--- src/rtl/mem_copy_engine.sv ---
// -----------------------------------------------------------------------------
// mem_copy_engine
//
// Block-transfer engine sitting in front of the data memory. It executes
// memcpy (Mode=0) and memset (Mode=1) requests directly on the memory port.
// While idle it passes the core's load/store port straight through; while busy
// it owns the port, returns zero read data to the core and drops core writes.
// Relies on a memory with combinational read and posedge write.
//
// Ports
//   Clk, Reset            clock, asynchronous active-low reset
//   Start, Mode           request strobe (sampled in IDLE), 0=copy / 1=fill
//   SrcAddr, DstAddr      source (copy only) and destination base addresses
//   Len                   byte count, saturated to 2**A
//   FillData              fill byte (fill only)
//   CpuAddr, CpuWrEn,
//   CpuDataIn, CpuDataOut core load/store port
//   MemAddr, MemWrEn,
//   MemDataIn, MemDataOut data memory port
//   Busy                  engine owns the memory port; core must stall
//   Done                  one-cycle completion pulse
// -----------------------------------------------------------------------------
module mem_copy_engine #(
  parameter int W = 8,
  parameter int A = 8
) (
  input  logic         Clk,
  input  logic         Reset,
  input  logic         Start,
  input  logic         Mode,
  input  logic [A-1:0] SrcAddr,
  input  logic [A-1:0] DstAddr,
  input  logic [A:0]   Len,
  input  logic [W-1:0] FillData,
  input  logic [A-1:0] CpuAddr,
  input  logic         CpuWrEn,
  input  logic [W-1:0] CpuDataIn,
  output logic [W-1:0] CpuDataOut,
  input  logic [W-1:0] MemDataOut,
  output logic [A-1:0] MemAddr,
  output logic         MemWrEn,
  output logic [W-1:0] MemDataIn,
  output logic         Busy,
  output logic         Done
);

  typedef enum logic [2:0] {
    IDLE  = 3'd0,
    READ  = 3'd1,
    WRITE = 3'd2,
    FILL  = 3'd3,
    DONE  = 3'd4
  } state_t;

  localparam logic [A:0] MAX_LEN = {1'b1, {A{1'b0}}};
  localparam logic [A:0] LEN_ONE = {{A{1'b0}}, 1'b1};

  state_t       state_q, state_d;
  logic [A-1:0] src_q, dst_q;
  logic [A:0]   remaining_q;
  logic [W-1:0] hold_q, fill_q;
  logic         mode_q;
  logic [A:0]   len_sat;

  // Requests longer than the whole memory collapse to one full sweep.
  assign len_sat = (Len > MAX_LEN) ? MAX_LEN : Len;

  // ---------------------------------------------------------------------------
  // State register
  // ---------------------------------------------------------------------------
  // NOTE: sequential state uses non-blocking assignments so every register
  // samples the pre-edge values of its neighbours.
  always_ff @(posedge Clk or negedge Reset) begin
    if (!Reset) state_q <= IDLE;
    else        state_q <= state_d;
  end

  // ---------------------------------------------------------------------------
  // Next-state logic
  // ---------------------------------------------------------------------------
  // NOTE: state_d gets a default before the case so no path infers a latch.
  always_comb begin
    state_d = state_q;
    case (state_q)
      IDLE: begin
        if (Start) begin
          if (len_sat == '0) state_d = DONE;
          else if (Mode)     state_d = FILL;
          else               state_d = READ;
        end
      end
      READ:  state_d = WRITE;
      WRITE: state_d = (remaining_q == LEN_ONE) ? DONE : READ;
      FILL:  state_d = (remaining_q == LEN_ONE) ? DONE : FILL;
      DONE:  state_d = IDLE;  // Start is deliberately ignored here
      default: state_d = IDLE;
    endcase
  end

  // ---------------------------------------------------------------------------
  // Working registers
  // ---------------------------------------------------------------------------
  // NOTE: the working registers are reset along with the state so an aborted
  // transfer leaves nothing behind; the memory itself is never cleared.
  always_ff @(posedge Clk or negedge Reset) begin
    if (!Reset) begin
      src_q       <= '0;
      dst_q       <= '0;
      remaining_q <= '0;
      hold_q      <= '0;
      fill_q      <= '0;
      mode_q      <= 1'b0;
    end else begin
      case (state_q)
        IDLE: begin
          if (Start) begin
            src_q       <= SrcAddr;
            dst_q       <= DstAddr;
            remaining_q <= len_sat;
            fill_q      <= FillData;
            mode_q      <= Mode;
          end
        end
        READ: begin
          hold_q <= MemDataOut;
          src_q  <= src_q + 1'b1;  // wraps modulo 2**A
        end
        WRITE, FILL: begin
          dst_q       <= dst_q + 1'b1;
          remaining_q <= remaining_q - 1'b1;
        end
        default: ;
      endcase
    end
  end

  // ---------------------------------------------------------------------------
  // Output logic
  // ---------------------------------------------------------------------------
  always_comb begin
    // Pass-through is the default; MemWrEn is also gated by Reset so a core
    // write can never land while the block is held in reset.
    MemAddr    = CpuAddr;
    MemWrEn    = CpuWrEn & Reset;
    MemDataIn  = CpuDataIn;
    CpuDataOut = MemDataOut;
    Busy       = 1'b0;
    Done       = 1'b0;
    case (state_q)
      READ: begin
        MemAddr    = src_q;
        MemWrEn    = 1'b0;
        CpuDataOut = '0;
        Busy       = 1'b1;
      end
      WRITE, FILL: begin
        MemAddr    = dst_q;
        MemWrEn    = 1'b1;
        MemDataIn  = mode_q ? fill_q : hold_q;
        CpuDataOut = '0;
        Busy       = 1'b1;
      end
      DONE: Done = 1'b1;
      default: ;
    endcase
  end

endmodule

--- config.mk ---
export PLATFORM = sky130hd
export DESIGN_NAME = mem_copy_engine
export DESIGN_NICKNAME = d
export VERILOG_FILES = /design/src/rtl/mem_copy_engine.sv
export SDC_FILE = /design/constraint.sdc
export NUM_CORES = 1
export LEC_CHECK = 0
export ABC_AREA = 1
export CAP_MARGIN = 15
export CORE_UTILIZATION = 51
export DETAILED_ROUTE_END_ITERATION = 16
export PLACE_DENSITY = 0.94
export SLEW_MARGIN = 20
export SYNTH_ARGS = -nofsm -noshare
export SYNTH_HDL_FRONTEND = slang
export SYNTH_SLANG_ARGS = --single-unit
--- constraint.sdc ---
create_clock -name Clk -period 4.6 [get_ports Clk]
set_input_delay 0.92 -clock Clk [delete_from_list [all_inputs] [get_ports Clk]]
set_output_delay 0.92 -clock Clk [all_outputs]
set_load 0.005 [all_outputs]
==> summary.txt <==
Cells and area
  – Area delta synth->final: 34.1%
  – Antenna diodes: 0
  – Share of layout cells above drive strength 1: 0.0722
  – Area occupied by multi-input gates: 1460 um2
  – Seq. cell area: 1130 um2
  – Final net count: 536
  – Layout fillers: 437

STA
  – Crit path time final: 3.39 ns
  – Worst Clk Skew: 0.00843 ns
  – Achievable Freq: 295 MHz
  – Worst Tran Pin Value: 0.564 ns
  – Setup Total Neg Slack: 0 ns
  – Final setup vio count: 0
  – RSZ-0062 raised after global routing: false
  – Max-slew violations: 0
  – Max-slew headroom: 0.620
  – Period utilization: 0.737
  – Hold Violations, Final: 0

Critical path
  – CP arrival: 2.47 ns
  – Crit path launch type: register
  – Required @ worst endpoint: 3.68 ns
  – Critical path buffers and inverters: 3
  – Worst Setup SP: state_q[2]
  – Reg2Reg Launch Point: state_q[2]
  – Crit-path leading delay family: buffers and inverters
  – Slowest CP cell: clkdlybuf4s50_1
  – Critical Setup Path Class: reg -> out
  – Crit-path max FO: 37
  – Max stage delay on crit path: 0.47 ns
  – Most frequent CP cell: inv_2
  – Crit-path cells: inv_2, nand2_4, inv_2, nor2_8, a22oi_1, o21ai_0, clkdlybuf4s50_1
  – Critical path capture point type: output pin

Floorplanning
  – Rows: 27
  – Die height: 77.3 um
  – Core footprint: 5470 um2
  – Initial Utilization: 0.528
  – Die W: 77.3 um
  – Die ar.: 5970 um2
  – I/O pin count: 89

Global route
  – Initial antenna violation count: 0
  – Grt ovf: 0
  – Largest net degree at the start of global routing: 46
  – First-pass GRT wire length: 12200 um
  – All-Layer GR Usage: 0.259
  – Vias in the first global route: 2774

Placed design
  – Buffers on Ports: 88
  – Placed wire-length estimate: 5430 um
  – GP Congestion: 0.926

Yosys
  – Yosys Warn Count: 0
  – Sequential fraction of the synthesis area: 0.390
  – FFs w/ async S/R, synth: 1.00
  – Ys flop type: dfrtp_1
  – Top area cells in the synthesized netlist: dfrtp_1 39%, nand2_1 11%, o21ai_0 8.8%
  – Seq cells post-synth: 45
  – Syn avg cell area: 7.44 um2
  – Cell variety after synth: 41
  – Top-count cell post-synth: nand2_1
  – Post-synth EDFFs: 0
  – Syn_nets: 454
  – Commonest cells in the netlist: 84 x nand2_1, 51 x o21ai_0, 45 x dfrtp_1
  – Post-Syn Area: 2890 um2
  – Leading area contributor after synthesis: dfrtp_1
  – Synth Instances: 388
  – Area share of the largest cell type after synthesis: 0.390

Detailed routing
  – # DRC: 0
  – Routed length per instance: 13.8 um
  – Routed Wire Length: 7520 um
  – Vias per std cell: 5.40
  – Pre-antenna DRT Iters: 5
  – Remaining antenna violation count after routing: 0
  – Via count: 2930
  – Initial detailed-routing violation count: 310

Power
  – LEAKAGE: 1.73 nW
  – Max VDD drop: 315 uV
  – Cell Pwr Density: 655 nW/um2
  – Total chip power: 2.54 mW

Run
  – Number of max-cap violations: 0

Clock network
  – Reg clk slew, reported paths: 0.09 ns
  – Clock sinks: 45
  – Worst-Skew Late Latency: 0.30 ns
  – Post-CTS Resized: 0
  – Root buffer cell: clkbuf_8
  – Inserted Clock Buffers: 5
  – CTS Hold Bufs: 0
  – Post-CTS Setup Bufs: 0
  – CTS tree: built
  – CTS max path bufs: 2
  – CTS H-tree depth: 2

Min path
  – Worst Hold Class: reg -> reg
  – Hold Startpoint: hold_q[4]

Run status
  – Outcome: finished, final reports clean
-- worst register-to-register path: stages (launching register included) --
cell and delay, ns:
dfrtp_1 0.45, inv_2 0.15, nand2_4 0.24, inv_2 0.44, nor2_4 0.13, inv_2 0.20, o21ai_0 0.12, a21oi_1 0.16
-- cell type report --
cell class	instances	area share
Clock buffer	5	0.0178
Sequential cell	45	0.291
Tap cell	72	0.0233
Clock inverter	3	0.0120
Timing Repair Buffer	90	0.230
Multi-Input combinational cell	280	0.378
Inverter	48	0.0484
-- per-layer routing --
layer / wire [um] / global-route usage / vias to the layer above
met5: 0 / 0 / -
met4: 61 / 0.0830 / 0
met3: 454 / 0.0536 / 8
met2: 3710 / 0.429 / 116
met1: 3290 / 0.336 / 1354
li1: - / - / 1452
-- final timing paths --
check / cells past startpoint / endpoint / slack, ns
setup / recovery: 7 / MemAddr[2] / 1.21
hold / removal: 2 / hold_q[4] / 0.49
hold reg to reg: 2 / hold_q[4] / 0.49
setup reg to reg: 7 / dst_q[5] / 2.63
min in group asynchronous: 2 / hold_q[5] / 0.77
max in group asynchronous: 2 / remaining_q[4] / 3.43
-- placed cells by master, fill, tap and decap left out, types with 2 or more instances in the layout --
| cell type | n |
|---|---|
| o211ai_1 | 4 |
| o221ai_1 | 4 |
| nand2_4 | 3 |
| nor2_4 | 2 |
| nor2_8 | 2 |
| inv_2 | 6 |
| xor2_1 | 4 |
| nand4_1 | 5 |
| buf_4 | 2 |
| a31oi_1 | 4 |
| a21oi_1 | 12 |
| o31ai_1 | 2 |
| ha_1 | 4 |
| o22ai_1 | 4 |
| nor2_1 | 43 |
| a22oi_1 | 3 |
| o21ai_1 | 2 |
| clkdlybuf4s50_1 | 87 |
| nand2_1 | 84 |
| nand2_2 | 2 |
| nand3_1 | 31 |
| clkbuf_8 | 5 |
| nor2_2 | 2 |
| o21ai_0 | 51 |
| inv_1 | 41 |
| dfrtp_1 | 45 |
-- sequential cells by signal, summed over array words and instances (netlist names) --
signal / cells
src_q: 8
mode_q: 1
fill_q: 8
remaining_q: 9
state_q: 3
dst_q: 8
hold_q: 8
-- report_power, final --
group | internal (mW) | total, mW | switching [mW]
Combinational | 0.651 | 1.47 | 0.821
Clock | 0.163 | 0.305 | 0.143
Sequential | 0.592 | 0.759 | 0.167
Total | 1.41 | 2.54 | 1.13
-- cells by family (layout without fill, tap and decap cells) --
family	Yosys count	after routing	share of synthesized area
AOI/OAI and AO/OA	93	93	0.193
DFF	45	45	0.390
and+or+nand+nor	178	178	0.282
buffers and inverters	63	146	0.103
xor gates and xnor gates	5	5	0.0152
adders and majority gates	4	4	0.0173
-- stage by stage --
step	cell area, um2	util	worst slack, ns	instances	hold slack (ns)
5_1_grt	3870	0.708	1.09	543	0.512
3_5_place_dp	3760	0.687	1.57	535	0.472
2_1_floorplan	2890	-	2.45	388	0.448
3_3_place_gp	3760	0.687	1.55	535	0.463
4_1_cts	3870	0.708	1.22	543	0.495
6_report	3870	0.708	1.21	543	0.494
(Power assumes the default switching activity.)
